==> src/rtl/cdc_pkg.sv <==
`default_nettype none
// ============================================================================
// Module   : cdc_pkg
// Brief    : Shared definitions for the req/ack CDC handshake transmitter and
//            receiver: FSM state encoding and default synchronizer depth.
// Revision : 1.0 - initial release
// ============================================================================
package cdc_pkg;

  // Handshake FSM state encoding (2-bit, explicit values)
  typedef enum logic [1:0] {
    IDLE    = 2'd0,
    REQ     = 2'd1,
    RELEASE = 2'd2
  } hs_state_t;

  // Default depth of the acknowledge/request synchronizer chains
  localparam int SYNC_FFS_DEFAULT = 2;

endpackage : cdc_pkg
`default_nettype wire

==> src/rtl/sync.sv <==
`default_nettype none
// ============================================================================
// Module   : sync
// Brief    : NUM_FFS-deep flop-chain synchronizer for a single asynchronous
//            level signal. Output is the last flop of the chain.
// Revision : 1.0 - initial release
// ============================================================================
module sync #(
  parameter int NUM_FFS = 2
) (
  input  logic clk,
  input  logic rst_n,
  input  logic async_sig,
  output logic sync_sig
);

  logic [NUM_FFS-1:0] sync_ff;

  // Shift the asynchronous level through the chain; reset clears every stage
  always_ff @(posedge clk or negedge rst_n) begin
    if (!rst_n) begin
      sync_ff <= '0;
    end else begin
      sync_ff <= {sync_ff[NUM_FFS-2:0], async_sig};
    end
  end

  assign sync_sig = sync_ff[NUM_FFS-1];

endmodule : sync
`default_nettype wire

==> src/rtl/cdc_handshake_tx.sv <==
`default_nettype none
// ============================================================================
// Module   : cdc_handshake_tx
// Brief    : Transmit side of a 4-phase req/ack clock-domain-crossing
//            handshake. Accepts a word over valid/ready, holds it on
//            xfer_data, raises req and completes return-to-zero using a
//            synchronized copy of ack. Pulses done when a transfer ends.
// Revision : 1.0 - initial release
// ============================================================================
module cdc_handshake_tx
  import cdc_pkg::*;
#(
  parameter int NUM_FFS    = SYNC_FFS_DEFAULT,
  parameter int DATA_WIDTH = 8
) (
  input  logic                  clk,
  input  logic                  rst_n,
  input  logic                  in_valid,
  output logic                  in_ready,
  input  logic [DATA_WIDTH-1:0] in_data,
  output logic                  req,
  output logic [DATA_WIDTH-1:0] xfer_data,
  input  logic                  ack,
  output logic                  done
);

  hs_state_t state;
  hs_state_t state_nxt;
  logic      ack_s;
  logic      load;
  logic      req_nxt;
  logic      done_nxt;

  // ack is only ever used through this synchronizer
  sync #(
    .NUM_FFS   (NUM_FFS)
  ) u_ack_sync (
    .clk       (clk),
    .rst_n     (rst_n),
    .async_sig (ack),
    .sync_sig  (ack_s)
  );

  // A stale synchronized ack (e.g. after a reset mid-transfer) keeps the
  // block from accepting until the remote side has returned to zero.
  assign in_ready = (state == IDLE) && !ack_s;

  // State register
  always_ff @(posedge clk or negedge rst_n) begin
    if (!rst_n) begin
      state <= IDLE;
    end else begin
      state <= state_nxt;
    end
  end

  // Next-state logic: accept -> wait ack high -> wait ack low -> idle
  always_comb begin
    state_nxt = state;
    case (state)
      IDLE:    if (load)   state_nxt = REQ;
      REQ:     if (ack_s)  state_nxt = RELEASE;
      RELEASE: if (!ack_s) state_nxt = IDLE;
      default:             state_nxt = IDLE;
    endcase
  end

  // Output decode: next values of the registered outputs
  always_comb begin
    load     = (state == IDLE) && in_valid && in_ready;
    req_nxt  = 1'b0;
    done_nxt = 1'b0;
    case (state)
      IDLE:    req_nxt  = load;
      REQ:     req_nxt  = !ack_s;
      RELEASE: done_nxt = !ack_s;
      default: req_nxt  = 1'b0;
    endcase
  end

  // Registered outputs keep req glitch-free; data changes only on accept
  always_ff @(posedge clk or negedge rst_n) begin
    if (!rst_n) begin
      req       <= 1'b0;
      done      <= 1'b0;
      xfer_data <= '0;
    end else begin
      req  <= req_nxt;
      done <= done_nxt;
      if (load) begin
        xfer_data <= in_data;
      end
    end
  end

endmodule : cdc_handshake_tx
`default_nettype wire

==> config.mk <==
export PLATFORM = sky130hd
export DESIGN_NAME = cdc_handshake_tx
export DESIGN_NICKNAME = d
export VERILOG_FILES = /design/src/rtl/cdc_pkg.sv /design/src/rtl/sync.sv /design/src/rtl/cdc_handshake_tx.sv
export SDC_FILE = /design/constraint.sdc
export NUM_CORES = 1
export LEC_CHECK = 0
export CAP_MARGIN = 20
export CELL_PAD_IN_SITES_DETAIL_PLACEMENT = 1
export CELL_PAD_IN_SITES_GLOBAL_PLACEMENT = 1
export CORE_ASPECT_RATIO = 1.1
export CORE_MARGIN = 2
export CORE_UTILIZATION = 32
export CTS_BUF_LIST = sky130_fd_sc_hd__clkbuf_8
export CTS_CLUSTER_SIZE = 10
export DETAILED_ROUTE_END_ITERATION = 6
export GPL_TIMING_DRIVEN = 0
export PLACE_DENSITY_LB_ADDON = 0.05
export SLEW_MARGIN = 10
export SYNTH_ARGS = -nofsm -noshare
export SYNTH_HDL_FRONTEND = slang
export SYNTH_SLANG_ARGS = --single-unit
==> constraint.sdc <==
create_clock -name clk -period 1.8 [get_ports clk]
set_clock_uncertainty 0.15 [all_clocks]
set_input_delay 0.54 -clock clk [delete_from_list [all_inputs] [get_ports clk]]
set_output_delay 0.54 -clock clk [all_outputs]
set_load 0.005 [all_outputs]
=== Yosys cells after proc, flatten, opt, wreduce, memory -nomap -nowiden ===
Cells that the tools add are included.

* Order comparisons: 0
* Bitwise logic cells: 0
* $add $sub $neg: 0
* $mul: 0
* Muxes and demuxes: 6
* Shifts and indexed selects: 0
* Equality and inequality tests: 5
* Reduce and logical (&&, ||, !) cells: 6
* Divide/modulo/power cells: 0

{| class="wikitable"
|+ Operator list
! kind !! number
|-
| 2-to-1 mux 2 bit || 3
|-
| one-hot mux 2 bit (3 select lines) || 1
|-
| != test 2 bit (second input constant) || 2
|-
| logical AND 1 bit || 3
|-
| AND reduction 3 bit || 1
|-
| equality test 2 x 1 -> 1 bit (second input constant) || 1
|-
| equality test 2 bit (second input constant) || 1
|-
| logical NOT 2 bit || 1
|-
| != test 2 x 1 -> 1 bit (second input constant) || 1
|-
| one-hot mux 1 bit (2 select lines) || 1
|-
| logical NOT 1 bit || 1
|-
| 2-to-1 mux 1 bit || 1
|}

* Memories kept: 0
* ROM bits: 0
* Register bits after elaboration: 14
* RAM bits: 0
* Latch bits: 0
* Bits of input ports: 12

=== Longest topological paths before layout ===
Gate-level depths: netlist of the first run.

* Depth in word-level cells: 5
* Depth in mapped cells: 2
* Mapped depth without buffers: 2

=== Cells and area by module ===
From an unflattened synthesis of the first run, not the netlist that was laid out.

* Cells, all modules: 30
* Area total of the unflattened synthesis: 506.7 sq um

{| class="wikitable"
|+ By module, submodules not included
! module !! cells each !! area each (sq um) !! times used !! sequential area each (sq um)
|-
| cdc_handshake_tx || 28 || 456.7 || 1 || 300.3
|-
| sync || 2 || 50.0 || 1 || 50.0
|}

=== Worst setup path after synthesis of the first run ===
No wires, ideal clock.

* Path type: reg2reg
* Start: register state[1]
* End: register xfer_data[0]
* Data required time: 1.525 ns
* Library setup time: 0.125 ns
* Path slack: 0.234 ns
* Stages on the path, launching flop included: 3
* Data arrival time: 1.291 ns
* Clock period less this slack: 1.566 ns
* Cell sequence: dfrtp_1 -> nor4b_4 -> mux2_2

* Cells in the longest elaborated chain, start to end: 3

{| class="wikitable"
|+ Ends and longest elaborated chain
! element !! RTL line !! RTL
|-
| from (decl) || cdc_handshake_tx.sv:27 || <nowiki>hs_state_t state;</nowiki>
|-
| from (signal assigned) || cdc_handshake_tx.sv:53 || <nowiki>state <= state_nxt;</nowiki>
|-
| logical NOT 2 bit * || cdc_handshake_tx.sv:46, cdc_handshake_tx.sv:70 ||
|-
| logical AND 1 bit, on equally long branches || cdc_handshake_tx.sv:70, cdc_handshake_tx.sv:46 ||
|-
| logical AND 1 bit * || cdc_handshake_tx.sv:70 || <nowiki>load = (state == IDLE) && in_valid && in_ready;</nowiki>
|-
| to (signal assigned) || cdc_handshake_tx.sv:91 || <nowiki>xfer_data <= in_data;</nowiki>
|-
| to (decl) || cdc_handshake_tx.sv:22 || <nowiki>output logic [DATA_WIDTH-1:0] xfer_data,</nowiki>
|}

Every way passes the cells marked *; elsewhere a longest branch is shown, timed or not.
A chain may end at the register's enable or synchronous reset.

=== Final worst setup path of the first run ===
* Start: register xfer_data[6]
* End: output port xfer_data[6]

No word-level cell between the ends.

==> results.cfg, run 1 <==
[job]
maxCapViolCount = 0

[setup_path]
cp-start-kind = register
reg2reg_depth = 4
crit_fanout = 2
end_kind = output port
required_ns = 1.11
crit_type = register to output port
cpLargestDelayFamily = buffers and inverters
path_cells = clkdlybuf4s50_1
cpPeakStageDelay_ns = 0.50
ff2ff_setup_slack_ns = 0.17
critPathBufInv = 1
rr_startpoint = state[1]
critPathSlowestCell = clkdlybuf4s50_1
cp.arrival_ns = 1.08
regToRegEndpoint = xfer_data[5]

[detailed_routing]
first_pass_iters = 2
drtIter0Drc = 4
detail_route.wl_per_cell_um = 15.4
vias = 372
drc_errors = 0
antenna_left = 0
vias_per_cell = 4.83
finalWirelength_um = 1190

[sta]
hold_slack_ns = 0.204
tns_ns = 0
slew_viol_final = 0
period_share = 0.981
slew_headroom = 0.595
period_needed_ns = 1.77
worst_pin_slew_ns = 0.605
max_clock_freq_mhz = 567
setup_viol = 0
hold_viol = 0
rsz0062_at_grt = false

[cts]
clock_path_buffers = 2
cts_root_buf = clkbuf_8
cts_tree = done
path_clk_slew_ns = 0.06
h-tree-depth = 1
cts_sinks = 14
cts_buffers = 3
clk_latency_ns = 0.24

[global_route]
grt_pass1_wl_um = 1980
grt_max_degree = 15
antenna_found_initial = 0
grt_use_total = 0.149
gr-total-overflow = 0
grt_pass1_vias = 430

[worst_hold_path]
worst_hold_path.num_cells = 0
hold_end = u_ack_sync.sync_ff[1]
hp-class = register to register
hp-start = u_ack_sync.sync_ff[0]

[outcome]
outcome = complete, no violations

[pwr]
p_leak_nw = 0.424
powerDensity_nw_per_um2 = 1080
finalPower_uw = 914
max-vdd-ir-drop_mv = 0.560

[yosys]
synth-xor-area-share = 0.0173
synth_compound_area_frac = 0
syn_nets = 42
synth.distinct_cells = 8
ys_top_cells_by_area = dfrtp_1 (69%), mux2_2 (18%), nor4b_4 (4.7%)
avgSynthCellArea_um2 = 16.8
syn_inst = 30
yosysTopAreaCell = dfrtp_1
synth_seq_area_share = 0.693
synth_top_family_by_area = multiplexers
synth-simple-area-share = 0.111
synth_fa_ha_area_frac = 0
syn_area_um2 = 505
synth_top_area_share = 0.693
synth_seq_cells = 14
synth_mux_area_frac = 0.178
yosys_warnings = 0

[floorplan]
start_util = 0.333
ios = 23
fp.coreArea_um2 = 1520
dieHeight_um = 45.7
die_area_um2 = 1910
num_rows = 15
die-width_um = 41.9

[finish]
fin_cells = 77
area_growth_pct = 67.8
nFillCells = 154
final_nets = 74
final_area_um2 = 848
final_layout_size_suffix_gt1_frac = 0.350
diodes = 0

[place]
dp.cells = 69
dpl.hpwl_um = 837
io_buffer_count = 22
placed_area_um2 = 747
gp_congestion = 0.695
final cells by class:
type,instances,area (um^2),area share
multi-input cells,16,159,0.187
well taps,17,21.3,0.0251
clock buffers,3,41.3,0.0487
flip-flops and latches,14,354,0.417
repair buffers,27,273,0.322
layout by cell type, fill, tap and decap left out:
cell type	n
dfrtp_2	3
clkbuf_8	3
mux2_2	7
nor4b_4	1
clkdlybuf4s50_1	13
dlymetal6s2s_1	7
buf_6	1
dlygate4sd2_1	1
buf_4	4
clkbuf_2	1
xor2_1	1
nor3b_1	1
dfrtp_1	11
and2_1	1
nor3_1	3
nor2_1	1
mux2_4	1
synth_stat cells:
cell     instances
mux2_2           8
nor3_1           3
nor4b_4          1
nor2_1           1
and2_1           1
dfrtp_1         14
xor2_1           1
nor3b_1          1
where the power goes:
group / switching, mW / internal [mW] / leakage (nW) / total [mW]
logic: 0.0839 / 0.173 / 0.236 / 0.257
registers: 0.0304 / 0.380 / 0.166 / 0.411
clock network: 0.0989 / 0.147 / 0.0216 / 0.246
total: 0.213 / 0.701 / 0.424 / 0.914
per-layer routing:
metal	vias up	share of wire	GRT usage	wire [um]
met2	17	0.57	0.284	671
met1	185	0.36	0.147	428
met5	-	0	0	0
met3	2	0.060	0.0317	71
li1	168	-	-	-
met4	0	0.013	0.0968	15
flip-flops by register name (all words and copies together), names as in the netlist:
register            flops
u_ack_sync.sync_ff      2
xfer_data               8
done                    1
state                   2
req                     1
worst max-delay path by stage:
stage,start,end,slack (ns),cells past startpoint
after floorplan,state[1],xfer_data[0],0.23,2
after global placement,in_valid,xfer_data[7],-0.37,3
after detailed placement,in_valid,xfer_data[1],-0.44,3
after CTS,xfer_data[4],xfer_data[4],0.004,1
after global routing,xfer_data[6],xfer_data[6],0.003,1
final,xfer_data[6],xfer_data[6],0.03,1
worst reg2reg max path, stage by stage (launching register included):
cell     delay [ns]
dfrtp_2        0.40
buf_4          0.16
nor4b_4        0.27
buf_6          0.18
mux2_2         0.35
what timing repair did:
action	in CTS	in global routing
setup endpoints to repair	11	12
gates cloned	0	0
setup buffers	4	1
resized for setup	6	10
hold buffers	0	0
pin swaps	0	0
logic make-up after synthesis:
logic type,count (synthesis)
XOR/XNOR,1
flip-flops,14
multiplexers,8
AND/OR/NAND/NOR,7
metrics by stage:
| step | setup WS, ns | util |
|---|---|---|
| 3_5_place_dp | -0.445 | 0.491 |
| 2_1_floorplan | 0.234 | - |
| 6_report | 0.0349 | 0.558 |
| 4_1_cts | 0.00416 | 0.542 |
| 3_3_place_gp | -0.375 | 0.491 |
| 5_1_grt | 0.00330 | 0.558 |
Power figures use the tool's default switching activity.
==> run 2, diff against run 1 <==
--- a/config.mk
+++ b/config.mk
@@ -19,4 +19,5 @@
 export SLEW_MARGIN = 10
 export SYNTH_ARGS = -nofsm -noshare
 export SYNTH_HDL_FRONTEND = slang
+export SYNTH_HIERARCHICAL = 1
 export SYNTH_SLANG_ARGS = --single-unit
==> constraint.sdc (replaced) <==
create_clock -name clk -period 1.8 [get_ports clk]
set_clock_uncertainty 0.15 [all_clocks]
set_input_delay 0.54 -clock clk [delete_from_list [all_inputs] [get_ports clk]]
set_output_delay 0.54 -clock clk [all_outputs]
set_load 0.05 [all_outputs]
==> run 2 against run 1 <==
Effect of this change:
- die area is 0.22% higher
- clock-buffer cell count is 1 higher
- sequential power is 2% higher
- maximum frequency is 0.14% higher
- cell area is 1.3% lower
- sequential share of layout area is 0.41 points higher
- via count is 6.5% lower
- area after synthesis is 0.25% higher
- setup slack better by 0.0025 ns
- highest routed layer is now met3
==> results.cfg, run 2 <==
[outcome]
outcome = complete, no violations

[setup_path]
crit_type = register to output port
critPathBufInv = 1
end_kind = output port
cp.depth = 1
cp.arrival_ns = 1.07
cp-start-kind = register
critPathSlowestCell = dlygate4sd2_1
cpLargestDelayFamily = buffers and inverters
required_ns = 1.11
path_cells = dlygate4sd2_1
reg2reg_depth = 4
crit_fanout = 1
cpPeakStageDelay_ns = 0.52

[yosys]
synthArstFlopShare = 1.00
synth_top_area_share = 0.691
synth_seq_cells = 14
synth_most_common_cell = dfrtp_1
avgSynthCellArea_um2 = 16.9
syn_area_um2 = 507
syn_inst = 30
yosys_warnings = 6
synth.distinct_cells = 8
synth_edf_count = 0
yosysTopAreaCell = dfrtp_1
ys_top_cells_by_area = dfrtp_1 (69%), mux2_2 (18%), nor4b_4 (4.7%)
synth_seq_area_share = 0.691
synthTopCellsByCount = dfrtp_1 (14), mux2_2 (8), nor3_1 (3)
syn_nets = 42
ys.flop_type = dfrtp_1

[sta]
setup_viol = 0
period_share = 0.979
max_clock_freq_mhz = 567
slew_viol_final = 0
rsz0062_at_grt = false
period_needed_ns = 1.76
hold_slack_ns = 0.206
hold_viol = 0
worst_pin_slew_ns = 0.613
slew_headroom = 0.590

[worst_hold_path]
worst_hold_path.num_cells = 0
hp-class = register to register

[place]
dp.cells = 69
gp_congestion = 0.704
io_buffer_count = 22
dpl.hpwl_um = 860

[detailed_routing]
finalWirelength_um = 1140
vias = 348
antenna_left = 0
vias_per_cell = 4.52
detail_route.wl_per_cell_um = 14.8
first_pass_iters = 2
drtIter0Drc = 2
drc_errors = 0

[finish]
final_layout_size_suffix_gt1_frac = 0.483
final_nets = 73
fin_util = 0.551
largest-register = xfer_data
area_growth_pct = 65.2
top_regs = xfer_data x8, state x2, u_ack_sync/sync_ff x2
mostFrequentLayoutCells = dfrtp_1 (12), clkdlybuf4s50_1 (10), mux2_2 (8), clkbuf_8 (4), clkbuf_2 (4)
largest_reg_flops = 8
fin_cells = 77
diodes = 0
layout_commonest_cell = dfrtp_1

[pwr]
finalPower_mw = 1.15
powerDensity_nw_per_um2 = 1370
max-vdd-ir-drop_mv = 0.674
p_leak_nw = 0.380

[cts]
ctsHoldBuffers = 0
cts_buffers = 3
cts_tree = done
cts_root_buf = clkbuf_8
path_clk_slew_ns = 0.06
cts_sinks = 14
h-tree-depth = 1
clock_path_buffers = 2
clk_latency_ns = 0.24

[floorplan]
start_util = 0.333
ios = 23
die-width_um = 41.9
die_area_um2 = 1920
fp.coreArea_um2 = 1520
dieHeight_um = 45.7
num_rows = 15

[global_route]
grtUsageMet2 = 0.263
grt_pass1_wl_um = 1810
grt_pass1_vias = 388
use_met3 = 0.0397
grt_use_total = 0.136
use_met1 = 0.130
antenna_found_initial = 0
grt-busiest-layer = met2
gr-total-overflow = 0
grt_max_degree = 15

[job]
maxCapViolCount = 0
[run 2: cell count changes in the layout (fill, tap and decap cells not counted), sizes merged]
cell           previous run  this run
clkbuf                    4         8
clkdlybuf4s15             0         5
dlymetal6s2s              7         1
clkdlybuf4s50            13        10
[run 2: final timing paths]
kind / from / endpoint / slack [ns]
setup / recovery: req / req / 0.04
hold / removal: u_ack_sync/sync_ff[0] / u_ack_sync/sync_ff[1] / 0.21
setup reg to reg: u_ack_sync/sync_ff[1] / xfer_data[1] / 0.13
hold reg to reg: u_ack_sync/sync_ff[0] / u_ack_sync/sync_ff[1] / 0.21
max in group asynchronous: rst_n / u_ack_sync/sync_ff[1] / 0.53
min in group asynchronous: rst_n / xfer_data[1] / 0.54
[run 2: logic make-up after synthesis]
kind of cell | Yosys count | synth area share
XOR/XNOR | 1 | 0.0173
flip-flops | 14 | 0.691
multiplexers | 8 | 0.178
AND/OR/NAND/NOR | 7 | 0.114
[run 2: layer usage]
metal | vias to the layer above | part of all wire | wire (um)
met5 | - | 0 | 0
met4 | 0 | 0 | 0
met3 | 0 | 0.050 | 57
met2 | 11 | 0.58 | 664
met1 | 173 | 0.37 | 416
li1 | 164 | - | -
[run 2: layout make-up]
type | instances | area [um^2]
tap | 17 | 21.3
fill | 155 | 683
sequential | 14 | 353
clock buffer | 4 | 55.1
multi-input combinational | 16 | 168
timing repair buffer | 26 | 240
[run 2: where the power goes]
part / internal (mW) / switching, mW / leakage, nW
sequential: 0.380 / 0.0416 / 0.167
clock: 0.193 / 0.105 / 0.0288
combinational: 0.148 / 0.281 / 0.184
total: 0.721 / 0.428 / 0.380
[run 2: metrics by stage]
step / setup TNS, ns / instance area [um^2] / setup WS (ns)
6_report: 0 / 837 / 0.0375
4_1_cts: 0 / 822 / 0.000722
2_1_floorplan: 0 / 518 / 0.165
5_1_grt: 0 / 837 / 0.00698
3_3_place_gp: -3.41 / 759 / -0.373
3_5_place_dp: -3.92 / 759 / -0.420
[run 2: timing repair]
item,CTS,global route
pin swaps,0,0
endpoints found under the setup margin,19,14
resized for setup,28,9
gates cloned,0,0
buffers inserted,1,3
==> run 3, diff against run 2 <==
==> constraint.sdc (replaced) <==
create_clock -name clk -period 1.9 [get_ports clk]
set_clock_uncertainty 0.15 [all_clocks]
set_input_delay 0.57 -clock clk [delete_from_list [all_inputs] [get_ports clk]]
set_output_delay 0.57 -clock clk [all_outputs]
set_load 0.05 [all_outputs]
==> run 3 against run 2 <==
Effect of this change:
- wire length is 1.1% lower
- total power is 11% lower
- clock power decreased by 22%
- die area unchanged
- combinational power decreased by 9.8%
- cell count is 5.2% lower
- first-iteration DRC count rose by 50%
- critical path depth is the same
- largest cell class unchanged
==> results.cfg, run 3 (synthesis results as in run 2) <==
[finish]
final_nets = 70
top_regs = xfer_data x8, state x2, u_ack_sync/sync_ff x2
largest_reg_flops = 8
diodes = 0
final_area_um2 = 790
final_layout_size_suffix_gt1_frac = 0.286
area_growth_pct = 55.8
mostFrequentLayoutCells = dfrtp_1 (14), clkdlybuf4s50_1 (11), mux2_2 (8), dlygate4sd2_1 (8), clkbuf_8 (3)
fin_cells = 73
largest-register = xfer_data
layout_commonest_cell = dfrtp_1

[cts]
h-tree-depth = 1
clk_latency_ns = 0.24
cts_root_buf = clkbuf_8
path_clk_slew_ns = 0.05
cts_sinks = 14
cts_buffers = 3
cts_tree = done
clock_path_buffers = 2
ctsHoldBuffers = 0

[sta]
worst_pin_slew_ns = 0.598
max_clock_freq_mhz = 541
hold_viol = 0
tns_ns = 0
period_share = 0.974
period_needed_ns = 1.85
fin_ws_ns = 0.0503
rsz0062_at_grt = false
setup_viol = 0
slew_headroom = 0.600
slew_viol_final = 0

[setup_path]
cp-start-kind = register
crit_type = register to output port
path_cells = clkdlybuf4s15_1
required_ns = 1.18
critPathBufInv = 1
critPathSlowestCell = clkdlybuf4s15_1
cpLargestDelayFamily = buffers and inverters
end_kind = output port
cpPeakStageDelay_ns = 0.53
cp.arrival_ns = 1.13
crit_fanout = 2

[global_route]
grt_pass1_vias = 414
gr-total-overflow = 0
grt_max_degree = 15
antenna_found_initial = 0
grt_use_total = 0.149
grt_pass1_wl_um = 1860

[place]
gp_congestion = 0.661
dp.cells = 69
dpl.hpwl_um = 894
io_buffer_count = 22
placed_area_um2 = 753
dp_worst_setup_slack_ns = -0.362

[floorplan]
num_rows = 15
fp.coreArea_um2 = 1520
die_area_um2 = 1920
die-width_um = 41.9
dieHeight_um = 45.7
start_util = 0.333
ios = 23

[detailed_routing]
maxUsedRoutingLayer = met4
wl_met1_um = 361
vias = 357
wl_met3_um = 81
drc_errors = 0
antenna_left = 0
detail_route.wl_per_cell_um = 15.4
drtIter0Drc = 3
met2_wirelength_um = 649
first_pass_iters = 3
finalWirelength_um = 1130
vias_per_cell = 4.89

[pwr]
max-vdd-ir-drop_mv = 0.494
p_leak_nw = 0.356
powerDensity_nw_per_um2 = 1290

[job]
maxCapViolCount = 0

[worst_hold_path]
hp-class = register to register

[outcome]
outcome = complete, no violations
run 3: changes by cell type in the layout (fill, tap and decap cells not counted), moves of 2 or more:
cell             delta
dlygate4sd2_1       +7
clkbuf_2            -4
clkdlybuf4s15_2     -3
buf_6               -2
dfrtp_1             +2
dfrtp_2             -2
run 3: final timing paths:
path / to / slack, ns / start / cells after the start
max: xfer_data[4] / 0.05 / xfer_data[4] / 1
max in group asynchronous: xfer_data[4] / 0.65 / rst_n / 1
min in group asynchronous: state[1] / 0.56 / rst_n / 1
min: u_ack_sync/sync_ff[1] / 0.20 / u_ack_sync/sync_ff[0] / 0
max reg2reg: xfer_data[0] / 0.34 / u_ack_sync/sync_ff[1] / 3
min reg2reg: u_ack_sync/sync_ff[1] / 0.20 / u_ack_sync/sync_ff[0] / 0
run 3: final cells by class:
cell class	count	area [um^2]
fillers	154	731
multi-input cells	16	161
flip-flops and latches	14	350
clock buffers	3	41.3
well taps	17	21.3
repair buffers	23	215
run 3: layer usage:
metal  GRT usage  up-vias
li1            -      158
met1       0.128      179
met2       0.281       15
met3      0.0556        5
met4       0.116        0
met5           0        -
run 3: per-stage QoR:
stage | hold slack [ns] | util | power [mW]
final | 0.200 | 0.519 | 1.02
after floorplan | 0.124 | - | 0.666
after CTS | 0.204 | 0.516 | 1.03
after global placement | 0.182 | 0.495 | 0.813
after global routing | 0.213 | 0.519 | 1.08
after detailed placement | 0.192 | 0.495 | 0.834
run 3: what timing repair did:
item	CTS	global route
gates resized for setup	15	4
endpoints found under the setup margin	19	3
gates cloned	0	0
endpoints found under the hold margin	0	0
buffers inserted	1	0
run 3: where the power goes:
part,internal (mW),switching (mW)
sequential,0.359,0.0422
combinational,0.128,0.259
clock,0.140,0.0943
total,0.627,0.395
==> patch, RTL diff (flow settings as in run 2) <==
Set the package constant `SYNC_FFS_DEFAULT` to 4 (it was 2).
--- a/src/rtl/cdc_pkg.sv
+++ b/src/rtl/cdc_pkg.sv
@@ -15,7 +15,7 @@
   } hs_state_t;
 
   // Default depth of the acknowledge/request synchronizer chains
-  localparam int SYNC_FFS_DEFAULT = 2;
+  localparam int SYNC_FFS_DEFAULT = 4;
 
 endpackage : cdc_pkg
 `default_nettype wire
Formal check against the unedited RTL: not equivalent (a bounded check fails within 4 cycles, from zero or initial values and one cycle with rst_n low).
==> patch against run 2 <==
  * Via count rose by 15%
  * Die area rose by 9.0%
  * Sequential share of layout area rose by 2.8 points
  * Utilization rose by 1.3 points
  * Sequential cell count rose by 2
  * Non-clock buffer count rose by 3
  * Combinational power rose by 4%
  * Wire length rose by 12%
  * Synthesized area rose by 9.9%
  * Worst setup slack got worse by 0.00062 ns
  * Power rose by 2.2%
  * Synthesized cell count rose by 6.7%
  * Design area rose by 7.3%
  * Largest cell class unchanged
  * Largest power group is now sequential cells
  * Highest routed layer is now met4
==> patch: results (changes against run 2) <==
| Metric | Value |
|---|---|
| Largest stage delay, worst path | `0.49 ns (-0.03 ns)` |
| Syn Inst Count | `32 (+6.7%)` |
| Shortest period the worst path allows | `1.76 ns (+0.000624 ns)` |
| Flop2flop setup slack | `0.08 ns (-0.05 ns)` |
| Worst R2R Start | `u_ack_sync/sync_ff[3]` |
| Placed cells | `71 (+2.9%)` |
| Worst flop-to-flop path endpoint | `xfer_data[2]` |
| Xor-xnor portion of the synthesized cell area | `0.0157 (-0.00155)` |
| Cts repair resizes | `30 (+7.1%)` |
| Status | `finished clean` |
| Vias per cell | `4.94 (+9.3%)` |
| Total track usage | `0.144 (+0.00786)` |
| Dpl cell area | `810 sq um (+6.6%)` |
| Largest net degree at the start of global routing | `17 (+2)` |
| Post-CTS Setup Inserts | `2 (+1)` |
| Leak | `0.410 nW (+8.0%)` |
| Slowest-stage cell, CP | `clkdlybuf4s15_1` |
| Vias in the first global route | `454 (+17%)` |
| Port Buffers | `22 (unchanged)` |
| Total inserted antenna cells | `0 (unchanged)` |
| Placer Congestion | `0.720 (+2.3%)` |
| Drt total wl | `1.28 mm (+12%)` |
| Setup crit start | `xfer_data[3]` |
| VDD IR max | `0.000673 V (-0.27%)` |
| Syn nets | `44 (+4.8%)` |
| # H-tree levels | `1 (unchanged)` |
| Seq/Total Area, Yosys | `0.719 (+0.0277)` |
| Worst-Skew Late Latency | `0.24 ns (about the same)` |
| Hold WS | `0.198 ns (-0.00866 ns)` |
| Filler cell count | `161 (+3.9%)` |
| Synth top area cells | `dfrtp_1, mux2_2, nor4b_4, nor3_1, xor2_1` |
| Drt pass-1 iters | `3 (+1)` |
| Share of cells above drive strength 1 | `0.500 (+0.0167)` |
| Final core occ | `0.563 (+0.0125)` |
| Most frequent cells after synthesis | `dfrtp_1, mux2_2, nor3_1` |
| Nets@finish | `78 (+6.8%)` |
| First-pass GRT wire length | `2.03 mm (+12%)` |
| P_sw | `0.440 mW (+2.7%)` |
| Largest regs | `xfer_data: 8 flops, u_ack_sync/sync_ff: 4 flops, state: 2 flops` |
| Worst slew pin tran | `0.724 ns (+0.111 ns)` |
| DP HPWL | `914 um (+6.3%)` |
| Vias | `400 (+15%)` |
| Critical path destination | `xfer_data[3]` |
| Slew Limit Fails | `0 (unchanged)` |
| CP max FO | `2 (+1)` |
| Mux cell area share after synthesis | `0.162 (-0.0160)` |
| Placement Setup Slack | `-0.412 ns (+0.00815 ns)` |
-- patch: cell count changes after synthesis, sizes merged --
cell,change
dfrtp,+2
-- patch: power by group through the flow --
stage	Clock, mW	Combinational [mW]	Sequential, mW
floorplan	0	0.0812	0.673
global placement	0	0.439	0.471
detailed placement	0	0.451	0.481
CTS	0.262	0.436	0.476
global route	0.282	0.466	0.479
finish	0.257	0.448	0.469
-- patch: per-layer routing --
| metal | up-vias | GRT usage | part of all wire | wire (um) |
|---|---|---|---|---|
| met2 | 15 | 0.265 | 0.58 | 741 |
| met1 | 206 | 0.145 | 0.34 | 432 |
| li1 | 177 | - | - | - |
| met3 | 2 | 0.0528 | 0.069 | 88 |
| met5 | - | 0 | 0 | 0 |
| met4 | 0 | 0.0727 | 0.013 | 17 |
-- patch: area by class of cell --
type | count | area share
Clock buffer | 3 | 0.0460
Multi-Input combinational cell | 16 | 0.191
Sequential cell | 16 | 0.450
Tap cell | 17 | 0.0237
Timing Repair Buffer | 29 | 0.290
